**src/rtl/imem_loader_pkg.sv**
```systemverilog
// rtl/imem_loader_pkg.sv - shared types and constants for the instruction memory loader
package imem_loader_pkg;

  typedef enum logic [1:0] {
    IDLE,
    LOAD,
    RUN
  } loader_state_t;

  localparam logic [31:0] NOP_INSTR  = 32'h0000_0013;
  localparam int          IMEM_DEPTH = 64;

endpackage

```
**src/rtl/imem_loader_if.sv**
```systemverilog
// rtl/imem_loader_if.sv - byte load port, status and core fetch port of the loader
interface imem_loader_if #(
  parameter int ADDR_W = 6
);

  logic              load_start;
  logic [ADDR_W:0]   load_len;
  logic              load_valid;
  logic [7:0]        load_byte;
  logic              load_ready;
  logic              load_done;
  logic              load_error;
  logic [ADDR_W-1:0] imem_reg;
  logic [31:0]       imem_data;
  logic              core_reset_n;

  modport master (
    output load_start, load_len, load_valid, load_byte, imem_reg,
    input  load_ready, load_done, load_error, imem_data, core_reset_n
  );

  modport slave (
    input  load_start, load_len, load_valid, load_byte, imem_reg,
    output load_ready, load_done, load_error, imem_data, core_reset_n
  );

endinterface

```
**src/rtl/imem_ram.sv**
```systemverilog
// rtl/imem_ram.sv - word store with synchronous write and asynchronous read, not reset
module imem_ram #(
  parameter int DEPTH  = 64,
  parameter int ADDR_W = 6
) (
  input  logic              clk,
  input  logic              we,
  input  logic [ADDR_W-1:0] waddr,
  input  logic [31:0]       wdata,
  input  logic [ADDR_W-1:0] raddr,
  output logic [31:0]       rdata
);

  logic [31:0] mem [DEPTH];

  always_ff @(posedge clk) begin
    if (we) begin
      mem[waddr] <= wdata;
    end
  end

  assign rdata = mem[raddr];

endmodule

```
**src/rtl/imem_loader.sv**
```systemverilog
// rtl/imem_loader.sv - loads the instruction store from a byte stream, holds the core in reset meanwhile
module imem_loader
  import imem_loader_pkg::*;
#(
  parameter int DEPTH  = IMEM_DEPTH,
  parameter int ADDR_W = 6
) (
  input  logic          clk,
  input  logic          reset,
  imem_loader_if.slave  bus
);

  localparam logic [ADDR_W:0] DEPTH_W = (ADDR_W + 1)'(DEPTH);

  loader_state_t   state, state_next;
  logic [ADDR_W:0] word_cnt;
  logic [ADDR_W:0] len_q;
  logic [1:0]      byte_cnt;
  logic [23:0]     word_buf;
  logic            load_error_q;
  logic            load_done_q;
  logic            start_ok, len_bad, len_zero;
  logic            hs, word_we, last_word;
  logic [31:0]     rdata;

  // A start is only honoured outside LOAD; an in-flight load cannot be restarted.
  assign start_ok  = bus.load_start && (state != LOAD);
  assign len_bad   = bus.load_len > DEPTH_W;
  assign len_zero  = (bus.load_len == '0);
  assign hs        = bus.load_valid && (state == LOAD);
  assign word_we   = hs && (byte_cnt == 2'd3);
  assign last_word = word_we && ((word_cnt + 1'b1) == len_q);

  always_comb begin
    state_next = state;
    case (state)
      IDLE, RUN: begin
        if (bus.load_start) begin
          if (len_bad) begin
            state_next = IDLE;
          end else if (len_zero) begin
            state_next = RUN;
          end else begin
            state_next = LOAD;
          end
        end
      end
      LOAD: begin
        if (last_word) begin
          state_next = RUN;
        end
      end
      default: state_next = IDLE;
    endcase
  end

  always_ff @(posedge clk or posedge reset) begin
    if (reset) begin
      state        <= IDLE;
      word_cnt     <= '0;
      len_q        <= '0;
      byte_cnt     <= '0;
      word_buf     <= '0;
      load_error_q <= 1'b0;
      load_done_q  <= 1'b0;
    end else begin
      state       <= state_next;
      load_done_q <= last_word;
      if (start_ok) begin
        load_error_q <= len_bad;
        word_cnt     <= '0;
        byte_cnt     <= '0;
        if (!len_bad) begin
          len_q <= bus.load_len;
        end
      end else if (hs) begin
        byte_cnt <= byte_cnt + 1'b1;
        // The fourth byte bypasses the buffer and goes straight into the write word.
        case (byte_cnt)
          2'd0:    word_buf[7:0]   <= bus.load_byte;
          2'd1:    word_buf[15:8]  <= bus.load_byte;
          2'd2:    word_buf[23:16] <= bus.load_byte;
          default: word_cnt        <= word_cnt + 1'b1;
        endcase
      end
    end
  end

  imem_ram #(
    .DEPTH  (DEPTH),
    .ADDR_W (ADDR_W)
  ) u_ram (
    .clk   (clk),
    .we    (word_we),
    .waddr (word_cnt[ADDR_W-1:0]),
    .wdata ({bus.load_byte, word_buf}),
    .raddr (bus.imem_reg),
    .rdata (rdata)
  );

  assign bus.load_ready   = (state == LOAD);
  assign bus.core_reset_n = (state == RUN);
  assign bus.load_done    = load_done_q;
  assign bus.load_error   = load_error_q;
  assign bus.imem_data    = (state == RUN) ? rdata : NOP_INSTR;

endmodule

```
**src/flat_wrapper.sv**
```systemverilog
// flat-port wrapper written by rule: the top's interface ports become plain ports
module imem_loader_flat import imem_loader_pkg::*;
#(
  parameter int DEPTH  = IMEM_DEPTH,
  parameter int ADDR_W = 6
)
  (clk, reset, bus_load_start, bus_load_len, bus_load_valid, bus_load_byte, bus_imem_reg, bus_load_ready, bus_load_done, bus_load_error, bus_imem_data, bus_core_reset_n);
  imem_loader_if #(.ADDR_W(ADDR_W)) bus_i ();
  input  logic clk;
  input  logic reset;
  input wire logic [$bits(bus_i.load_start)-1:0] bus_load_start;
  input wire logic [$bits(bus_i.load_len)-1:0] bus_load_len;
  input wire logic [$bits(bus_i.load_valid)-1:0] bus_load_valid;
  input wire logic [$bits(bus_i.load_byte)-1:0] bus_load_byte;
  input wire logic [$bits(bus_i.imem_reg)-1:0] bus_imem_reg;
  output wire logic [$bits(bus_i.load_ready)-1:0] bus_load_ready;
  output wire logic [$bits(bus_i.load_done)-1:0] bus_load_done;
  output wire logic [$bits(bus_i.load_error)-1:0] bus_load_error;
  output wire logic [$bits(bus_i.imem_data)-1:0] bus_imem_data;
  output wire logic [$bits(bus_i.core_reset_n)-1:0] bus_core_reset_n;
  assign bus_i.load_start = bus_load_start;
  assign bus_i.load_len = bus_load_len;
  assign bus_i.load_valid = bus_load_valid;
  assign bus_i.load_byte = bus_load_byte;
  assign bus_i.imem_reg = bus_imem_reg;
  assign bus_load_ready = bus_i.load_ready;
  assign bus_load_done = bus_i.load_done;
  assign bus_load_error = bus_i.load_error;
  assign bus_imem_data = bus_i.imem_data;
  assign bus_core_reset_n = bus_i.core_reset_n;
  imem_loader #(.DEPTH(DEPTH), .ADDR_W(ADDR_W)) u_core (.clk(clk), .reset(reset), .bus(bus_i));
endmodule
```
**config.mk**
```make
export PLATFORM = sky130hd
export DESIGN_NAME = imem_loader_flat
export DESIGN_NICKNAME = d
export VERILOG_FILES = /design/src/rtl/imem_loader_pkg.sv /design/src/rtl/imem_loader_if.sv /design/src/rtl/imem_ram.sv /design/src/rtl/imem_loader.sv /design/src/flat_wrapper.sv
export SDC_FILE = /design/constraint.sdc
export NUM_CORES = 2
export LEC_CHECK = 0
export CAP_MARGIN = 10
export CORE_ASPECT_RATIO = 0.6
export CORE_MARGIN = 2
export CORE_UTILIZATION = 40
export CTS_CLUSTER_SIZE = 12
export DETAILED_ROUTE_END_ITERATION = 16
export PLACE_DENSITY = 0.66
export SETUP_SLACK_MARGIN = 0.4
export SLEW_MARGIN = 10
export SYNTH_ARGS = -nofsm -noshare
export SYNTH_HDL_FRONTEND = slang
export SYNTH_SLANG_ARGS = --single-unit
```
**constraint.sdc**
```tcl
create_clock -name clk -period 6.8 [get_ports clk]
set_input_delay 1.02 -clock clk [delete_from_list [all_inputs] [get_ports clk]]
set_output_delay 1.02 -clock clk [all_outputs]
set_load 0.02 [all_outputs]
```
==> summary.md <==
| Metric | Value |
|---|---|
| FP Rows | 127 |
| First-pass GRT wire length | 304000 um |
| IO Port Bufs | 60 |
| Final Instance Area | 0.0909 mm2 |
| CP Class | flip-flop to primary output |
| Post-route insts no fill | 6416 |
| Synth top area cells | edfxtp_1 (76%), mux4_2 (16%), dfrtp_1 (1.4%) |
| Via/cell ratio | 6.14 |
| Grt peak-use layer | met1 |
| Hold depth | 1 |
| Number of gates resized after cts | 0 |
| Per-cell routed wire length | 34.0 um |
| Fmax | 160 MHz |
| Slew Viols, Final | 0 |
| Initial core utilization | 40.3% |
| Clock Latency Late Sink | 840 ps |
| Hold Fails Final Rpt | 0 |
| Met2 usage | 30.2% |
| Power Density | 315 mW/mm2 |
| Actual slew at the worst max-slew pin | 1300 ps |
| Total Nets Final | 3715 |
| CP Capture Type | primary output |
| Final Setup Violations | 0 |
| Power share of the clock group | 35.0% |
| Sequential cell area fraction in the yosys report | 77.9% |
| Largest net degree at the start of global routing | 73 |
| Synth unique cells | 59 |
| RD Place Congestion | 0.800 |
| # Post-CTS Setup Buffers | 0 |
| Die footprint | 0.205 mm2 |
| Largest area contributor in the netlist | edfxtp_1 |
| Dpl cells | 6126 |
| Tot Pwr | 28.6 mW |
| H-tree levels | 4 |
| NetSw | 6.76 mW |
| Die Y | 351 um |
| Syn nets | 3459 |
| Sw frac | 23.6% |
| Dpl hpwl | 125000 um |
| Area grow syn2layout | 13.0% |
| Post-Synthesis Cells | 3429 |
| Max_slew headroom | 13.0% |
| Met1 Use GR | 33.0% |
| Pre-CTS setup slack | 1080 ps |
| Pleak | 28.0 nW |
| Period utilisation layout | 92.0% |
| CP required | 5780 ps |
| #FFs+latches synth | 2092 |
| CTS Sinks | 2092 |
| CTS tree | built |
| Largest delay share family, worst path | buffers and inverters |
| DRC Markers | 0 |
| Slack of the critical path | 543 ps |
| Post-CTS Hold Fix Bufs | 0 |
| DP Area | 0.0854 mm2 |
| I/O pin total | 61 |
| Async set-reset flop share out of synthesis | 2.10% |
| Reg power frac | 57.8% |
| GRT met3 Usage | 5.02% |
| CTS Buf Count | 201 |
| Die X | 583 um |
| Routed WL | 218000 um |
| RSZ-0062 raised after global routing | no |
| Post-synth EDFFs | 2048 |
| Via count | 39373 |
| Maximum fanout along the worst path | 13 |
| Worst r2r path cells | 5 |
| Hold Crit Class | flip-flop to flip-flop |
| Comb pwr share | 7.2% |
| Fin Setup TNS | 0 ps |
| Post-synth top area share | 76.5% |
| Max-cap violations | 0 |
| Final ANT Viol Nets | 0 |
| Slowest cell on the critical path | clkinv_1 |
| Initial drt markers | 6667 |
| WP data arrival | 5240 ps |
| Worst Path Buf+Inv | 5 |
| Root Driver | clkbuf_16 |
| Status | completed |
| Max VDD drop | 0.000230 V |
| Post-layout util | 45.5% |
| Grt ovf | 0 |
| Clock skew | 51.1 ps |
| Max incr delay on CP | 630 ps |
| Startpoint class of the critical path | flip-flop |
| Layout cells sized above 1 | 29.6% |
| Levels on crit path | 10 |
| CTS Buffer Depth | 4 |
| Initial antenna violation count | 2 |
| Dominant synthesized flop cell | edfxtp_1 |
| Clk slew on worst S/H paths | 50 ps |
| Vias in the first global route | 38335 |
| Syn Std Cell Area | 0.0804 mm2 |
| GRT Total Usage | 21.2% |
| Tmin final | 6260 ps |
| Post-Syn Area per Cell | 23.4 um2 |
| Hold Slack | 496 ps |
| Pint | 21.9 mW |
| Ys Warns | 0 |
| Critical-path cell list | inv_1, nand2_1, clkinv_1, nand2_1, nor2_2, buf_4, a22oi_1, o21ai_0, buf_4, clkdlybuf4s50_1 |
| Pre-antenna DRT Iters | 6 |
| Core ar. | 0.200 mm2 |
==> power groups by stage <==
stage / clock network (mW) / registers [mW] / logic, mW
final: 10.0 / 16.5 / 2.05
after global routing: 10.6 / 16.6 / 2.19
after CTS: 10.1 / 16.5 / 2.04
after detailed placement: 0 / 16.8 / 2.04
after global placement: 0 / 16.7 / 1.98
after floorplan: 0 / 16.8 / 0.895
==> per-layer routing <==
layer | vias to the layer above | part of all wire (%)
li1 | 15089 | -
met2 | 2729 | 43
met3 | 318 | 12
met5 | - | 0.0060
met1 | 21235 | 42
met4 | 2 | 2.3
==> path summary, 6_finish.rpt <==
check | startpoint | endpoint | slack, ps
min in group asynchronous | reset | u_core.len_q[3] | 750
max | u_core.state[0] | bus_imem_data[16] | 540
min | u_core.bus.load_error | u_core.bus.load_error | 500
max in group asynchronous | reset | u_core.word_buf[6] | 5460
max reg2reg | u_core.state[1] | u_core.u_ram.mem[49][6] | 2920
min reg2reg | u_core.bus.load_error | u_core.bus.load_error | 500
==> Yosys cell counts, types with 3 or more instances <==
| library cell | instances |
|---|---|
| nand2b_1 | 8 |
| nor2_1 | 104 |
| buf_2 | 55 |
| a221o_1 | 4 |
| xnor2_1 | 6 |
| a21oi_1 | 25 |
| o211ai_1 | 8 |
| dfrtp_1 | 44 |
| xor2_1 | 4 |
| mux2_2 | 58 |
| or2_2 | 8 |
| nor2b_1 | 10 |
| ha_1 | 5 |
| nand2_1 | 67 |
| a21boi_0 | 3 |
| a211oi_1 | 7 |
| o21ai_0 | 19 |
| clkbuf_1 | 59 |
| edfxtp_1 | 2048 |
| and2_1 | 5 |
| a31oi_1 | 9 |
| nor3_1 | 6 |
| a221oi_1 | 4 |
| mux2i_1 | 99 |
| buf_6 | 8 |
| a22oi_1 | 56 |
| buf_1 | 14 |
| nand3b_1 | 5 |
| o22ai_1 | 6 |
| inv_1 | 5 |
| mux4_2 | 565 |
| nand3_1 | 28 |
| buf_4 | 41 |
| o221ai_1 | 3 |
==> area by class of cell <==
type | count | area, um2
clock inverter | 6 | 42.5
fill | 16239 | 109000
clock buffer | 281 | 5430
sequential | 2092 | 62600
tap | 2644 | 3310
inverter | 7 | 26.3
multi-input combinational | 1153 | 17300
antenna | 3 | 7.51
timing repair buffer | 230 | 2110
==> cells in the final DEF (no fill, tap or decap), types with 9 or more instances in the layout <==
cell type,synthesis,layout
o21ai_0,19,19
nor2_1,104,37
buf_4,41,157
dfrtp_1,44,34
a21oi_1,25,25
buf_12,0,22
nand2_1,67,67
a31oi_1,9,9
dfrtp_2,0,10
edfxtp_1,2048,2048
clkbuf_16,0,205
mux4_2,565,565
a22oi_1,56,56
mux2_2,58,58
nand3_1,28,28
clkdlybuf4s50_1,0,40
clkbuf_1,59,75
nor2b_1,10,9
nor2_4,0,64
mux2i_1,99,99
==> worst reg2reg max path, delay by kind of cell, from the launching register on <==
kind | cells | cell delay [ps]
buf+inv | 1 | 630
flops | 1 | 510
simple gates | 4 | 2330
==> logic make-up (layout without fill, tap and decap cells) <==
kind of cell | count (synthesis) | in the layout | synth area share, %
fa+ha+maj | 5 | 5 | 0.0778
xor+xnor | 13 | 13 | 0.194
buf+inv | 184 | 524 | 1.21
other cells | 0 | 3 | 0
mux | 722 | 722 | 17.9
flops | 2092 | 2092 | 77.9
simple gates | 252 | 252 | 1.41
compound gates | 161 | 161 | 1.38
==> sequential cells by signal, indices dropped and copies added (netlist names) <==
register	count
u_core.bus.load_done	1
u_core.u_ram.mem	2048
u_core.word_buf	24
u_core.byte_cnt	2
u_core.bus.load_error	1
u_core.state	2
u_core.len_q	7
u_core.word_cnt	7
Note: power is estimated with default switching activity, not from simulation.
